--- config.mk ---
export PLATFORM = sky130hd
export DESIGN_NAME = system
export DESIGN_NICKNAME = d
export VERILOG_FILES = /design/src/rtl/system.sv
export SDC_FILE = /design/constraint.sdc
export NUM_CORES = 1
export LEC_CHECK = 0
export BUFFER_PORTS_ARGS = -buffer_cell sky130_fd_sc_hd__clkbuf_2
export CAP_MARGIN = 25
export CELL_PAD_IN_SITES_DETAIL_PLACEMENT = 1
export CELL_PAD_IN_SITES_GLOBAL_PLACEMENT = 1
export CORE_ASPECT_RATIO = 2
export CORE_MARGIN = 2
export CORE_UTILIZATION = 45
export CTS_CLUSTER_DIAMETER = 80
export DETAILED_ROUTE_END_ITERATION = 6
export GPL_ROUTABILITY_DRIVEN = 0
export PLACE_DENSITY_LB_ADDON = 0.3
export SLEW_MARGIN = 20
export SYNTH_ARGS = -nofsm -noshare
export SYNTH_HDL_FRONTEND = slang
export SYNTH_SLANG_ARGS = --single-unit
--- constraint.sdc ---
create_clock -name clock -period 4.8 [get_ports clock]
set_clock_uncertainty 0.05 [all_clocks]
set_input_delay 0.72 -clock clock [delete_from_list [all_inputs] [get_ports clock]]
set_output_delay 0.72 -clock clock [all_outputs]
set_load 0.02 [all_outputs]
--- src/rtl/system.sv ---
// rtl/system.sv - memory-to-memory pair add/subtract transfer engine
//
// Purpose: fills an 8x8 memory A from DataInA, then reads consecutive
// pairs from A and stores (DOut1 > DOut2 ? DOut1-DOut2 : DOut1+DOut2)
// into a 4x8 memory B, sequenced by a 5-bit Moore controller.
//
// Ports:
//   clock    in   1  rising-edge clock
//   Reset    in   1  asynchronous active-low reset
//   DataInA  in   8  write data for memory A
//   AddrA    out  3  memory A address counter
//   AddrB    out  2  memory B address counter
//   DOut1    out  8  first operand (even word of pair)
//   DOut2    out  8  second operand (odd word of pair)
//   ADDOut   out  8  DOut1 + DOut2
//   SUBOut   out  8  DOut1 - DOut2
//   WEA/IncA out  1  memory A write enable / address increment
//   WEB/IncB out  1  memory B write enable / address increment
//   ps       out  5  present state
//   ns       out  5  next state
//
// Build option: define SAT_ARITH_EN for saturating add / clamping subtract.

module system (
    input  logic       clock,
    input  logic       Reset,
    input  logic [7:0] DataInA,
    output logic [2:0] AddrA,
    output logic [1:0] AddrB,
    output logic [7:0] DOut1,
    output logic [7:0] DOut2,
    output logic [7:0] ADDOut,
    output logic [7:0] SUBOut,
    output logic       WEA,
    output logic       IncA,
    output logic       WEB,
    output logic       IncB,
    output logic [4:0] ps,
    output logic [4:0] ns
);

    typedef enum logic [4:0] {
        INIT = 5'd0,
        WRA  = 5'd1,
        RD1  = 5'd2,
        RD2  = 5'd3,
        WRB  = 5'd4,
        DONE = 5'd5
    } state_t;

    state_t     ps_q, ns_d;
    logic [2:0] addr_a_q, addr_a_d;
    logic [1:0] addr_b_q, addr_b_d;
    logic [7:0] dout1_q, dout1_d;
    logic [7:0] dout2_q, dout2_d;
    logic [7:0] wb_data;

    // Memories are deliberately not reset; contents survive a Reset pulse.
    logic [7:0] mem_a [8];
    logic [7:0] mem_b [4];

    // Controller: strobes and next state depend only on the present state.
    always_comb begin
        ns_d = INIT;
        WEA  = 1'b0;
        IncA = 1'b0;
        WEB  = 1'b0;
        IncB = 1'b0;
        case (ps_q)
            INIT: ns_d = WRA;
            WRA: begin
                WEA  = 1'b1;
                IncA = 1'b1;
                ns_d = (addr_a_q == 3'd7) ? RD1 : WRA;
            end
            RD1: begin
                IncA = 1'b1;
                ns_d = RD2;
            end
            RD2: begin
                IncA = 1'b1;
                ns_d = WRB;
            end
            WRB: begin
                WEB  = 1'b1;
                IncB = 1'b1;
                ns_d = (addr_b_q == 2'd3) ? DONE : RD1;
            end
            DONE:    ns_d = DONE;
            default: ns_d = INIT;
        endcase
    end

    // Datapath next-state: counters wrap naturally at their width.
    always_comb begin
        addr_a_d = IncA ? addr_a_q + 3'd1 : addr_a_q;
        addr_b_d = IncB ? addr_b_q + 2'd1 : addr_b_q;
        dout1_d  = (ps_q == RD1) ? mem_a[addr_a_q] : dout1_q;
        dout2_d  = (ps_q == RD2) ? mem_a[addr_a_q] : dout2_q;
    end

`ifdef SAT_ARITH_EN
    logic [8:0] sum9;
    always_comb begin
        sum9   = {1'b0, dout1_q} + {1'b0, dout2_q};
        ADDOut = sum9[8] ? 8'hFF : sum9[7:0];
        SUBOut = (dout2_q > dout1_q) ? 8'h00 : dout1_q - dout2_q;
    end
`else
    always_comb begin
        ADDOut = dout1_q + dout2_q;
        SUBOut = dout1_q - dout2_q;
    end
`endif

    // Equal operands fall through to the sum.
    assign wb_data = (dout1_q > dout2_q) ? SUBOut : ADDOut;

    always_ff @(posedge clock or negedge Reset) begin
        if (!Reset) begin
            ps_q     <= INIT;
            addr_a_q <= 3'd0;
            addr_b_q <= 2'd0;
            dout1_q  <= 8'd0;
            dout2_q  <= 8'd0;
        end else begin
            ps_q     <= ns_d;
            addr_a_q <= addr_a_d;
            addr_b_q <= addr_b_d;
            dout1_q  <= dout1_d;
            dout2_q  <= dout2_d;
        end
    end

    always_ff @(posedge clock) begin
        if (WEA) mem_a[addr_a_q] <= DataInA;
        if (WEB) mem_b[addr_b_q] <= wb_data;
    end

    assign AddrA = addr_a_q;
    assign AddrB = addr_b_q;
    assign DOut1 = dout1_q;
    assign DOut2 = dout2_q;
    assign ps    = ps_q;
    assign ns    = ns_d;

endmodule

; ---- Yosys cells after proc, flatten, opt, wreduce, memory -nomap -nowiden
; Memories as Yosys holds them, arrays and structs flattened.
; Cells that the tools add are included.
[classes]
n_addsub = 4
n_eq_ne = 7
muxes = 8
n_reduce_logical = 2
[ops]
columns = operator, count
row1 = one-hot mux 3 bit (6 select lines), 1
row2 = == test 5 x 2 -> 1 bit (second input constant), 2
row3 = == test 5 x 3 -> 1 bit (second input constant), 2
row4 = adder 8 bit, 1
row5 = subtractor 8 bit, 1
row6 = == test 5 x 1 -> 1 bit (second input constant), 1
row7 = logical NOT 5 bit, 1
row8 = 2-to-1 mux 1 bit, 5
row9 = adder 3 x 1 -> 3 bit (second input constant), 1
row10 = == test 3 bit (second input constant), 1
row11 = 2-to-1 mux 3 bit, 1
row12 = OR reduction 3 bit, 1
row13 = adder 2 x 1 -> 2 bit (second input constant), 1
row14 = == test 2 bit (second input constant), 1
row15 = 2-to-1 mux 2 bit, 1
[word_totals]
reg_bits = 26
ram_bits = 64
input_bits = 10
output_inout_bits = 51
elab_cells = 27
memories = 1
[memory_table]
columns = name, depth, word_bits, read_ports, rd_clocked_by_memory_dff, write_ports, line
row1 = mem_a, 8, 8, 1, 0, 1, 59  ; logic [7:0] mem_a [8];

; ---- Longest topological paths before layout
[depth]
ltp_word = 4
ltp_mapped = 7
depth_no_buf = 7

; ---- Worst setup path after synthesis
; No wires, ideal clock.
[synth_timing]
path_type = flip-flop to output port
start = reg dout2_q[2], in the netlist DOut2[2] (read register of mem_a)
end = out ADDOut[7]
t_arrival_ns = 1.926
t_required_ns = 4.030
path_slack_ns = 2.104
path_stages_with_launch = 8
n_path_buf = 1
path_cell_list = dfrtp_1 > inv_1 > ha_1 > buf_6 > and2b_2 > o311ai_0 > nand3_1 > xnor2_1
[synth_between]
elab_chain_len = 1
[synth_lines]
columns = item, line
row1 = start: declaration, 55  ; logic [7:0] dout2_q, dout2_d;
row2 = adder 8 bit, 111  ; ADDOut = dout1_q + dout2_q;
row3 = end: declaration, 32  ; output logic [7:0] ADDOut,
; Every way passes these cells.

; ---- Worst setup path in the final report
[layout_timing]
start = reg addr_a_q[0], in the netlist AddrA[0]
end = out ns[1]
[layout_between]
elab_chain_len = 3
[layout_lines]
columns = item, line
row1 = start: declaration, 52  ; logic [2:0] addr_a_q, addr_a_d;
row2 = start signal: assignment, 128  ; addr_a_q <= addr_a_d;
row3 = == test 3 bit, 74  ; ns_d = (addr_a_q == 3'd7) ? RD1 : WRA;
row4 = 2-to-1 mux 2 bit, 74
row5 = one-hot mux 3 bit (6 select lines), 69  ; case (ps_q)
row6 = end: declaration, 39  ; output logic [4:0] ns
; Every way passes these cells.

==> summary.txt <==
Power and ir drop
  – PwrDens: 329 nW/um2
  – Lkg Pwr: 0.00189 uW
  – Worst VDD drop: 301 uV

Cells and area
  – Leading cell types in the layout, fill and taps excluded: edfxtp_1 (64), clkbuf_2 (56), mux2i_1 (32)
  – Layout cells sized above 1: 0.206
  – Commonest non-fill, non-tap cell in the layout: edfxtp_1
  – Final nets: 399
  – Fillers: 935
  – # diodes: 0
  – Synthesis-to-finish area growth: 14.6%
  – Fin util: 0.528

Worst setup path
  – Largest fanout on the critical path: 37
  – Critical Path AT: 2.47 ns
  – Setup CP Type: reg2out
  – Setup crit start kind: flip-flop
  – CP Capture Type: output port
  – Req. time, crit path: 4.03 ns

CTS
  – Later-pin clock latency in the skew report: 0.34 ns
  – Post-CTS setup buffers: 0
  – H-tree depth: 3
  – CTS tree: built
  – CTS Hold Buffers Added: 0
  – Root Driver: clkbuf_16
  – Num CTS Buffers: 9
  – CTS max path bufs: 2
  – Sinks on Clock Net: 88
  – Worst-path clk slew: 0.06 ns
  – Resize count post-CTS: 0

Synthesis
  – Yosys top cell by area: edfxtp_1
  – FF+latch count, synth: 88
  – Post-synth top area share: 0.469
  – Post-Synthesis Cell Area: 4090 um2
  – Cell variety after synth: 44
  – Top post-synthesis cells by area: edfxtp_1 (47%), dfrtp_1 (15%), mux2i_1 (7.8%), ha_1 (5.2%), nor2_1 (2.8%)
  – Post-Synthesis Cells: 319
  – Register area share after synthesis: 0.616
  – Syn_area_per_cell: 12.8 um2
  – Synth warnings: 0

Floorplanning
  – DIE WIDTH: 71.4 um
  – Die H: 139 um
  – Io pins: 61
  – Starting Density: 0.461
  – Core region area: 8890 um2
  – Num rows: 49
  – Die ar.: 9920 um2

Flow run
  – Max Cap Viol: 0

Global routing
  – Vias in the first global route: 2670
  – GR Overflow Total: 0
  – Pin count of the biggest net entering global routing: 38
  – Initial antenna violation count: 0
  – Total track usage: 0.190
  – First-pass GRT wire length: 13900 um

Place
  – Hpwl dp: 6330 um
  – Port bufs: 56

Detailed routing
  – Post-route antenna net violation count: 0
  – DR vias/cell: 5.35
  – DR pass1 iterations: 5
  – Initial drt markers: 87
  – WL/cell: 18.4 um
  – Post-route DRC: 0
  – Via total after detailed routing: 2546
  – Final WL: 8760 um

Timing
  – Final hold slack: 0.318 ns
  – Fmax: 309 MHz
  – Final-report max-slew violation count: 0
  – Slew @ Worst Pin: 1.03 ns
  – Final setup viols: 0
  – Fin Setup TNS: 0 ns
  – Final Hold Viols: 0
  – Period Utilization, post-route: 0.674
  – Period minus WS final: 3.24 ns
  – RSZ-0062 raised after global routing: no
  – Rel. slew slack: 0.311

Worst hold path
  – Hold Path Class: in2async

Outcome
  – Status: complete, no violations
## layout make-up
cell class / instances / area [um2] / share of cell area
repair buffers: 57 / 288 / 0.0613
multi-input cells: 197 / 1390 / 0.295
well taps: 102 / 128 / 0.0272
inverters: 17 / 63.8 / 0.0136
flip-flops and latches: 88 / 2520 / 0.538
clock buffers: 11 / 233 / 0.0496
clock inverters: 4 / 70.1 / 0.0149
## worst max-delay path: stages (launching register included)
cell      delay [ns]
dfrtp_2         1.01
ha_1            0.28
ha_1            0.17
nand2_1         0.06
nor2_1          0.11
a21oi_1         0.06
o21ai_0         0.20
clkbuf_2        0.20
## per-layer routing
| metal | track usage | part of all wire | routed length (um) | up-vias |
|---|---|---|---|---|
| met2 | 0.359 | 0.58 | 5100 | 54 |
| met3 | 0.0385 | 0.034 | 295 | 18 |
| li1 | - | - | - | 1237 |
| met5 | 0 | 0 | 0 | - |
| met4 | 0.0904 | 0.030 | 267 | 0 |
| met1 | 0.188 | 0.35 | 3100 | 1237 |
## registers in the layout, indices dropped and copies added (netlist names)
| signal | cells |
|---|---|
| DOut2 | 8 |
| DOut1 | 8 |
| ps | 3 |
| AddrB | 2 |
| AddrA | 3 |
| mem_a | 64 |
## power breakdown
part	switching (uW)	internal, uW	leakage (uW)	total, uW
registers	0	817	0.000861	817
logic	13.1	2.61	0.000878	15.7
clock network	262	451	0.000149	713
## per-stage QoR
| stage | worst slack, ns | cell area (um2) | cells | power, uW |
|---|---|---|---|---|
| floorplan | 2.10 | 4110 | 322 | 838 |
| global route | 1.41 | 4690 | 476 | 1580 |
| finish | 1.56 | 4690 | 476 | 1550 |
| CTS | 1.56 | 4680 | 475 | 1560 |
| global placement | 1.99 | 4380 | 460 | 847 |
| detailed placement | 1.93 | 4380 | 460 | 848 |
## cell families (layout without fill, tap and decap cells)
logic type	count (synthesis)	count (layout)	synth area share
compound gates	58	58	0.0853
xor+xnor	13	13	0.0278
fa+ha+maj	19	19	0.0617
buf+inv	37	89	0.0483
flops	88	88	0.616
mux	33	33	0.0810
other cells	1	4	0.000916
simple gates	70	70	0.0789
## cells in the mapped netlist
| cell type | number |
|---|---|
| a211oi_1 | 1 |
| a21o_1 | 2 |
| a21oi_1 | 16 |
| a31o_2 | 1 |
| a31oi_1 | 1 |
| and2b_2 | 1 |
| and3_1 | 1 |
| and4_1 | 1 |
| buf_2 | 2 |
| buf_4 | 11 |
| buf_6 | 2 |
| clkbuf_1 | 5 |
| conb_1 | 1 |
| dfrtp_1 | 24 |
| edfxtp_1 | 64 |
| fa_1 | 2 |
| ha_1 | 17 |
| inv_1 | 17 |
| mux2_2 | 1 |
| mux2i_1 | 32 |
| nand2_1 | 20 |
| nand2b_1 | 3 |
| nand3_1 | 3 |
| nand3b_1 | 1 |
| nor2_1 | 31 |
| nor2b_1 | 1 |
| nor2b_4 | 1 |
| nor3_1 | 3 |
| nor3_2 | 1 |
| nor3b_1 | 1 |
| o211ai_1 | 1 |
| o21a_1 | 1 |
| o21ai_0 | 11 |
| o21ai_1 | 1 |
| o21bai_1 | 3 |
| o22a_1 | 1 |
| o22ai_1 | 16 |
| o311ai_0 | 1 |
| o31a_1 | 1 |
| o31ai_1 | 1 |
| or2_2 | 1 |
| or4_1 | 1 |
| xnor2_1 | 10 |
| xor2_1 | 3 |
## final timing paths
check	from	endpoint	slack, ns	cells after the start
max reg2reg	AddrA[0]	mem_a[7][6]	2.26	2
min	Reset	AddrA[2]	0.32	1
min reg2reg	AddrB[0]	AddrB[0]	0.45	1
max in group asynchronous	Reset	AddrA[0]	3.95	1
min in group clock	AddrB[0]	AddrB[0]	0.45	1
max	AddrA[0]	ns[1]	1.56	7
Note: power is estimated with default switching activity, not from simulation.
